--- src/rtl/usb_cmd_parser.sv ---
// Receive-side command deframer for ftdi_245fifo: pulls bytes from the FIFO read port,
// checks SYNC/OP/AH/AL/D3..D0/CS frames and presents good frames as valid/ready commands.
module usb_cmd_parser #(
  parameter logic [7:0]  SYNC_BYTE   = 8'hA5,
  parameter int unsigned TIMEOUT_CYC = 65535
) (
  input  logic        clk,
  input  logic        rst,
  output logic        rd_req,
  input  logic        rd_gnt,
  input  logic [7:0]  rd_data,
  output logic        cmd_valid,
  input  logic        cmd_ready,
  output logic [7:0]  cmd_op,
  output logic [15:0] cmd_addr,
  output logic [31:0] cmd_wdata,
  output logic        err_pulse,
  output logic [15:0] err_cnt
);

  localparam int unsigned TW = $clog2(TIMEOUT_CYC + 1);

  typedef enum logic [1:0] {HUNT, BODY, CSUM, HOLD} state_t;

  state_t        state, state_nx, eval_state;
  logic [7:0]    skid [2];
  logic [1:0]    skid_cnt, skid_cnt_nx;
  logic [2:0]    idx;
  logic [7:0]    csum;
  logic [55:0]   shreg;
  logic [TW-1:0] idle_cnt;

  logic       pop, push, push_ok, in_valid, timeout;
  logic [7:0] in_byte;
  logic       start, body_shift, good, err_set;

  // Buffered bytes always take precedence over the port so stream order is preserved.
  always_comb begin
    pop         = (state != HOLD) && (skid_cnt != 2'd0);
    push        = rd_gnt && !rd_req;
    push_ok     = push && ((skid_cnt != 2'd2) || pop);
    in_valid    = pop || (rd_req && rd_gnt);
    in_byte     = pop ? skid[0] : rd_data;
    timeout     = ((state == BODY) || (state == CSUM)) && (idle_cnt == TW'(TIMEOUT_CYC));
    skid_cnt_nx = skid_cnt;
    if (push_ok && !pop)      skid_cnt_nx = skid_cnt + 2'd1;
    else if (pop && !push_ok) skid_cnt_nx = skid_cnt - 2'd1;
  end

  always_comb begin
    state_nx   = state;
    start      = 1'b0;
    body_shift = 1'b0;
    good       = 1'b0;
    err_set    = timeout;
    // A timed-out frame is abandoned first, so a byte on that cycle is judged as in HUNT.
    eval_state = timeout ? HUNT : state;
    if (timeout) state_nx = HUNT;
    case (eval_state)
      HUNT: if (in_valid && (in_byte == SYNC_BYTE)) begin
        start    = 1'b1;
        state_nx = BODY;
      end
      BODY: if (in_valid) begin
        body_shift = 1'b1;
        if (idx == 3'd6) state_nx = CSUM;
      end
      CSUM: if (in_valid) begin
        if (in_byte == csum) begin
          good     = 1'b1;
          state_nx = HOLD;
        end else begin
          err_set  = 1'b1;
          state_nx = HUNT;
        end
      end
      HOLD: if (cmd_ready) state_nx = HUNT;
      default: state_nx = HUNT;
    endcase
  end

  always_ff @(posedge clk or posedge rst) begin
    if (rst) begin
      state  <= HUNT;
      rd_req <= 1'b0;
    end else begin
      state  <= state_nx;
      rd_req <= (state_nx != HOLD) && (skid_cnt_nx == 2'd0);
    end
  end

  always_ff @(posedge clk or posedge rst) begin
    if (rst) begin
      skid[0]  <= '0;
      skid[1]  <= '0;
      skid_cnt <= '0;
    end else begin
      if (push_ok && pop) begin
        if (skid_cnt == 2'd1) begin
          skid[0] <= rd_data;
        end else begin
          skid[0] <= skid[1];
          skid[1] <= rd_data;
        end
      end else if (push_ok) begin
        skid[skid_cnt[0]] <= rd_data;
      end else if (pop) begin
        skid[0] <= skid[1];
      end
      skid_cnt <= skid_cnt_nx;
    end
  end

  always_ff @(posedge clk or posedge rst) begin
    if (rst) begin
      idx       <= '0;
      csum      <= '0;
      shreg     <= '0;
      idle_cnt  <= '0;
      cmd_valid <= 1'b0;
      cmd_op    <= '0;
      cmd_addr  <= '0;
      cmd_wdata <= '0;
      err_pulse <= 1'b0;
      err_cnt   <= '0;
    end else begin
      if (start || err_set) begin
        idx   <= '0;
        csum  <= '0;
        shreg <= '0;
      end else if (body_shift) begin
        idx   <= idx + 3'd1;
        csum  <= csum ^ in_byte;
        shreg <= {shreg[47:0], in_byte};
      end

      if (in_valid || !((state == BODY) || (state == CSUM)))
        idle_cnt <= '0;
      else if (idle_cnt != TW'(TIMEOUT_CYC))
        idle_cnt <= idle_cnt + TW'(1);

      if (good) begin
        cmd_valid <= 1'b1;
        cmd_op    <= shreg[55:48];
        cmd_addr  <= shreg[47:32];
        cmd_wdata <= shreg[31:0];
      end else if (cmd_valid && cmd_ready) begin
        cmd_valid <= 1'b0;
      end

      err_pulse <= err_set;
      if (err_set && (err_cnt != '1)) err_cnt <= err_cnt + 16'd1;
    end
  end

endmodule

--- config.mk ---
export PLATFORM = sky130hd
export DESIGN_NAME = usb_cmd_parser
export DESIGN_NICKNAME = d
export VERILOG_FILES = /design/src/rtl/usb_cmd_parser.sv
export SDC_FILE = /design/constraint.sdc
export NUM_CORES = 1
export LEC_CHECK = 0
export BUFFER_PORTS_ARGS = -buffer_cell sky130_fd_sc_hd__buf_4
export CORE_MARGIN = 2
export CORE_UTILIZATION = 40
export CTS_BUF_LIST = sky130_fd_sc_hd__clkbuf_4 sky130_fd_sc_hd__clkbuf_8
export DETAILED_ROUTE_END_ITERATION = 16
export PLACE_DENSITY = 0.66
export SLEW_MARGIN = 20
export SYNTH_ARGS = -nofsm -noshare
export SYNTH_HDL_FRONTEND = slang
export SYNTH_SLANG_ARGS = --single-unit
--- constraint.sdc ---
create_clock -name clk -period 17.5 [get_ports clk]
set_clock_uncertainty 0.2 [all_clocks]
set_input_delay 3.5 -clock clk [delete_from_list [all_inputs] [get_ports clk]]
set_output_delay 3.5 -clock clk [all_outputs]
set_load 0.005 [all_outputs]
==> metrics, run 1 <==
outcome complete, no violations; CP arrival ~5.7 ns; vias per inst 5.06; Core Region about 20000 µm²; Layout Cells excl Fill roughly 1100; crit share post-route 31.7%; drt wl/cell approximately 15 µm; DP HPWL 10600 µm; post-route ant nets 0; largest net degree at the start of global routing ~100; number of max-cap violations 0; # IOs a little under 90; Rel. slew slack between 30 and 40%; layout cells sized above 1 between 20% and 30%; ys async rst share between 90% and 100%; WL final 16500 µm; Synth-to-Final Area Change 15.4%; Port Buffers between 80 and 90; sequential cell area fraction in the yosys report 55.3%; final instance area 9290 µm²; Pwr per Cell Area between 100 and 150 nW/µm²; gr ovfl total 0; register bit total from synthesis around 180; EDFF count, synth 0; Mapped Cells approximately 750; via count 5539; die footprint ~21000 µm²; most frequent cells after synthesis dfrtp_1 (178), nand2_1 (143), a21oi_1 (75); root buf cell clkbuf_8; end of the critical path shreg[53]$_DFFE_PP0P_; clk sinks 178; CP required between 15 and 20 ns; Final setup viols 0; worst vdd ir roughly 70 µV; TritonCTS clock tree built; Reg2Reg Setup Slack between 10 and 15 ns; Crit. Startpoint rd_data[3]; placed inst area a little under 9000 µm²; Yosys top cell area share a little under three fifths; endpoint type of the worst setup path register; maximum clock frequency roughly 180 MHz; Num CTS Buffers 17; Inst Count DP between 1000 and 1500; Core Util, Final 47.4%; Die Y 146 µm; hold_ws 0.296 ns; first-pass GRT wire length 27600 µm; max-slew violations 0; Final #Nets 837; Synth warnings 0; setup_tns 0 ns; antenna cell count 0; Worst-Skew Late Latency roughly 0.45 ns; cell accounting for the most synthesized area dfrtp_1; Worst Setup Path Type input port to register; routed wl met3 733 µm; Worst Setup Start Kind input port; drt pass-1 iters 5; leakage around 4.3 nW; leading register cell type out of synthesis dfrtp_1; Max Fanout on Critical Path 53; RSZ-0062 raised after global routing false; terminus of the critical flop-to-flop path cmd_wdata[11]$_DFFE_PP0P_; # resized after CTS 0; GPL Wtd Cong ~0.81; Mapped Area between 8000 and 9000 µm²; Global Route Usage Sum between 10% and 20%; number of global-route vias before repair around 5300; Met2 Wirelength between 7000 and 8000 µm; Fin. Hold Viols 0; Slew @ Worst Pin 1.00 ns; initial core utilization between 40% and 50%; Syn Nets 766; highest metal used met4; die width around 150 µm; Cell variety after synth 54; initial antenna violation count 0; worst reg2reg path depth 7; M1 wire length about 8400 µm; post-CTS setup buffer count 0; H-tree depth 4; minimum clock period roughly 5.6 ns; hold buffers post-CTS 0; count leader, synth dfrtp_1; synthesized area per cell ~11 µm²; Tightest Hold Check Type register to register; Rows between 50 and 60; First DRT Iteration DRCs approximately 460; DR DRC count 0; clk slew on worst S/H paths 0.09 ns; top cells by area, synth dfrtp_1 (55%), nand2_1 (6.7%), mux2_4 (5.4%); RR Startpoint state[1]$_DFF_PP0_; CTS Buffer Depth 2
## worst min path at each step
| stage | start | endpoint | slack, ns | cells past startpoint |
|---|---|---|---|---|
| floorplan | skid[7]$_DFFE_PP0P_ | skid[7]$_DFFE_PP0P_ | 0.25 | 2 |
| global placement | err_cnt[6]$_DFFE_PP0P_ | err_cnt[6]$_DFFE_PP0P_ | 0.27 | 1 |
| detailed placement | err_cnt[6]$_DFFE_PP0P_ | err_cnt[6]$_DFFE_PP0P_ | 0.28 | 1 |
| CTS | err_cnt[6]$_DFFE_PP0P_ | err_cnt[6]$_DFFE_PP0P_ | 0.29 | 1 |
| global route | err_cnt[6]$_DFFE_PP0P_ | err_cnt[6]$_DFFE_PP0P_ | 0.32 | 1 |
| finish | err_cnt[6]$_DFFE_PP0P_ | err_cnt[6]$_DFFE_PP0P_ | 0.30 | 1 |
## critical path: stages
cell and delay [ns]:
buf_4 0.13, xor2_1 0.15, a2111oi_0 0.36, o2bb2a_1 0.27, a31o_4 0.30, nand3_2 0.31, buf_4 0.45, a21oi_1 0.21
## stage by stage
stage | power (W) | setup WS [ns]
6_report | 0.00102 | 11.95
5_1_grt | 0.00109 | 11.75
4_1_cts | 0.00104 | 11.98
3_5_place_dp | 0.000757 | 11.49
3_3_place_gp | 0.000749 | 11.53
2_1_floorplan | 0.000697 | 8.97
## flip-flops by register name, indices dropped and copies added, names as in the netlist, 8 cells and up
signal     count
cmd_addr      16
cmd_op         8
cmd_wdata     32
shreg         56
err_cnt       16
skid          16
csum           8
idle_cnt      16
## placed cells by master (no fill, tap or decap), drive strengths merged, types with 2 or more instances in the layout
cell type / netlist / final
xnor2: 17 / 17
nor2b: 3 / 3
xor2: 24 / 24
nand4: 7 / 7
clkinvlp: 0 / 2
nor3b: 2 / 2
nand2: 143 / 143
inv: 16 / 17
nor3: 6 / 6
bufinv: 0 / 2
a211oi: 11 / 11
clkinv: 0 / 5
nand2b: 9 / 9
o21ai: 16 / 16
a22oi: 8 / 8
mux2: 66 / 66
and3: 11 / 11
dfrtp: 178 / 178
o2111ai: 5 / 5
a21boi: 2 / 2
a2111oi: 5 / 5
or2: 2 / 2
nand4b: 3 / 3
and2: 7 / 7
nor2: 45 / 45
nand3: 15 / 15
buf: 19 / 91
mux2i: 2 / 2
a21oi: 75 / 75
clkbuf: 20 / 21
a31o: 2 / 2
ha: 8 / 8
a31oi: 2 / 2
and4: 4 / 4
## final cells by class
cell class / instances / area, µm²
Clock inverter: 10 / 109
Timing Repair Buffer: 91 / 683
Sequential cell: 178 / 4450
Fill cell: 1821 / 10300
Clock buffer: 21 / 277
Multi-Input combinational cell: 513 / 3370
Tap cell: 265 / 332
Inverter: 16 / 65.1
## where the power goes
part           switching [W]  leakage, nW  internal, W
clock network       0.000142        0.198     0.000136
logic               0.000128         1.77    0.0000932
registers          0.0000563         2.38     0.000469
## cell families after synthesis
logic type      share of synthesized area (%)
simple gates                             14.5
buf+inv                                  3.19
xor+xnor                                 4.46
flops                                    55.3
fa+ha+maj                                1.24
mux                                      10.8
compound gates                           10.4
## metal layers
metal,vias to the layer above,GRT usage (%)
li1,2703,-
met1,2699,24.2
met2,127,22.7
met3,10,3.17
met4,0,4.80
met5,-,0
Note: power is estimated with default switching activity, not from simulation.
==> inputs of run 2 (changes only) <==
==> constraint.sdc (replaced) <==
create_clock -name clk -period 5.5 [get_ports clk]
set_clock_uncertainty 0.2 [all_clocks]
set_input_delay 1.1 -clock clk [delete_from_list [all_inputs] [get_ports clk]]
set_output_delay 1.1 -clock clk [all_outputs]
set_load 0.005 [all_outputs]
==> metrics, run 2 (synthesized netlist as in run 1, its figures left out) <==
first-pass GRT wire length about 28000 µm; Crit path buffers/inverters 1; root buf cell clkbuf_8; layout cells sized above 1 approximately a quarter; end of the critical path shreg[41]$_DFFE_PP0P_; multi-input logic area approximately 3400 µm²; worst reg2reg path depth 8; # IOs 87; Rel. slew slack 32.9%; via count approximately 5500; worst-path cell with the longest stage delay nand3_2; Pwr per Cell Area about 350 nW/µm²; Global Route Usage Sum about 16%; # resized after CTS 0; Fin. Hold Viols 0; initial core utilization 41.1%; crit-path cells ha_1 > or2_1 > o221ai_1 > a22oi_1 > a31o_4 > nand3_2 > buf_4 > a21oi_1; crit share post-route 68.4%; Layout Cells excl Fill roughly 1100; minimum clock period 3.76 ns; # fillers about 1800; CP arrival around 4 ns; terminus of the critical flop-to-flop path shreg[41]$_DFFE_PP0P_; number of max-cap violations 0; Port Buffers 86; RSZ-0062 raised after global routing false; Slew @ Worst Pin between 1 and 1.5 ns; leakage between 4 and 5 nW; post-route ant nets 0; largest net degree at the start of global routing 179; maximum clock frequency about 270 MHz; Die Y roughly 150 µm; RR Startpoint state[1]$_DFF_PP0_; antenna cell count 0; Final setup viols 0; Core Region 19600 µm²; commonest non-fill, non-tap cell in the layout dfrtp_1; Inst Count DP between 1000 and 1500; endpoint type of the worst setup path register; H-tree depth 4; gr ovfl total 0; outcome complete, no violations; commonest cells after routing, fill and taps aside dfrtp_1 (178), nand2_1 (143), buf_4 (90); Rows 51; max-slew violations 0; Worst-Skew Late Latency approximately 0.46 ns; clk slew on worst S/H paths around 0.090 ns; die footprint 21300 µm²; Synth-to-Final Area Change 15.5%; DP HPWL approximately 11000 µm; TritonCTS clock tree built; worst vdd ir ~200 µV; max reg flops between 50 and 60; slowest cell delay on critical path around 0.55 ns; placed inst area just under 9000 µm²; Reg2Reg Setup Slack 1.74 ns; First DRT Iteration DRCs between 300 and 400; CTS Buffer Depth 2; most flop-heavy register shreg; Worst Setup Path Type register to register; setup_tns 0 ns; drt pass-1 iters 4; hold buffers post-CTS 0; final instance area between 9000 and 10000 µm²; vias per inst roughly 5.0; initial antenna violation count 0; Crit path depth 8; DR DRC count 0; delay-heaviest family, CP compound AO/OA/AOI/OAI gates; Design Power around 0.0032 W; Max Fanout on Critical Path 35; Largest regs shreg x56, cmd_wdata x32; clk sinks 178; CP required between 5 and 6 ns; post-CTS setup buffer count 0; die width ~150 µm; Final #Nets between 800 and 900; Num CTS Buffers 17; Worst Setup Start Kind register; WL final roughly 16000 µm; drt wl/cell 14.9 µm; storage element area 4450 µm²; GPL Wtd Cong roughly 0.78; Tightest Hold Check Type register to register; Crit. Startpoint state[1]$_DFF_PP0_; Core Util, Final 47.5%; number of global-route vias before repair about 5400
[run 2: cell types whose count changed in the layout (fill, tap and decap cells not counted), sizes merged]
| cell | delta |
|---|---|
| clkinvlp | +1 |
| clkinv | +1 |
| bufinv | -1 |
[run 2: where the power goes]
group          switching, W  internal, W
logic              0.000403     0.000297
registers          0.000182      0.00149
clock network      0.000464     0.000402
[run 2: final cells by class]
type | count | area share (%)
clock buffers | 21 | 3.04
clock inverters | 11 | 1.12
inverters | 16 | 0.686
multi-input cells | 513 | 36.2
flip-flops and latches | 178 | 47.9
well taps | 265 | 3.57
repair buffers | 91 | 7.48
[run 2: worst min path at each step]
stage	endpoint	start	depth (start not counted)
final	err_cnt[6]$_DFFE_PP0P_	err_cnt[6]$_DFFE_PP0P_	1
after floorplan	skid[7]$_DFFE_PP0P_	skid[7]$_DFFE_PP0P_	2
after CTS	err_cnt[6]$_DFFE_PP0P_	err_cnt[6]$_DFFE_PP0P_	1
after global routing	cmd_op[3]$_DFFE_PP0P_	shreg[51]$_DFFE_PP0P_	1
after global placement	err_cnt[6]$_DFFE_PP0P_	err_cnt[6]$_DFFE_PP0P_	1
after detailed placement	err_cnt[6]$_DFFE_PP0P_	err_cnt[6]$_DFFE_PP0P_	1
[run 2: per-layer routing]
metal | track usage (%) | vias up | part of all wire [%]
li1 | - | 2702 | -
met1 | 23.5 | 2708 | 51
met3 | 3.20 | 14 | 3.6
met5 | 0 | - | 0
met2 | 24.1 | 91 | 44
met4 | 4.71 | 0 | 1.1
[run 2: per-stage QoR]
stage,hold WS (ns),setup slack (ns)
after floorplan,0.251,1.92
after global placement,0.272,1.72
after detailed placement,0.290,1.70
after CTS,0.304,1.79
after global routing,0.319,1.45
final,0.295,1.74
[run 2: worst register-to-register path, stage by stage (launching register included)]
cell and delay (ns):
dfrtp_1 0.50, ha_1 0.29, or2_1 0.48, o221ai_1 0.25, a22oi_1 0.36, a31o_4 0.35
nand3_2 0.55, buf_4 0.51, a21oi_1 0.19
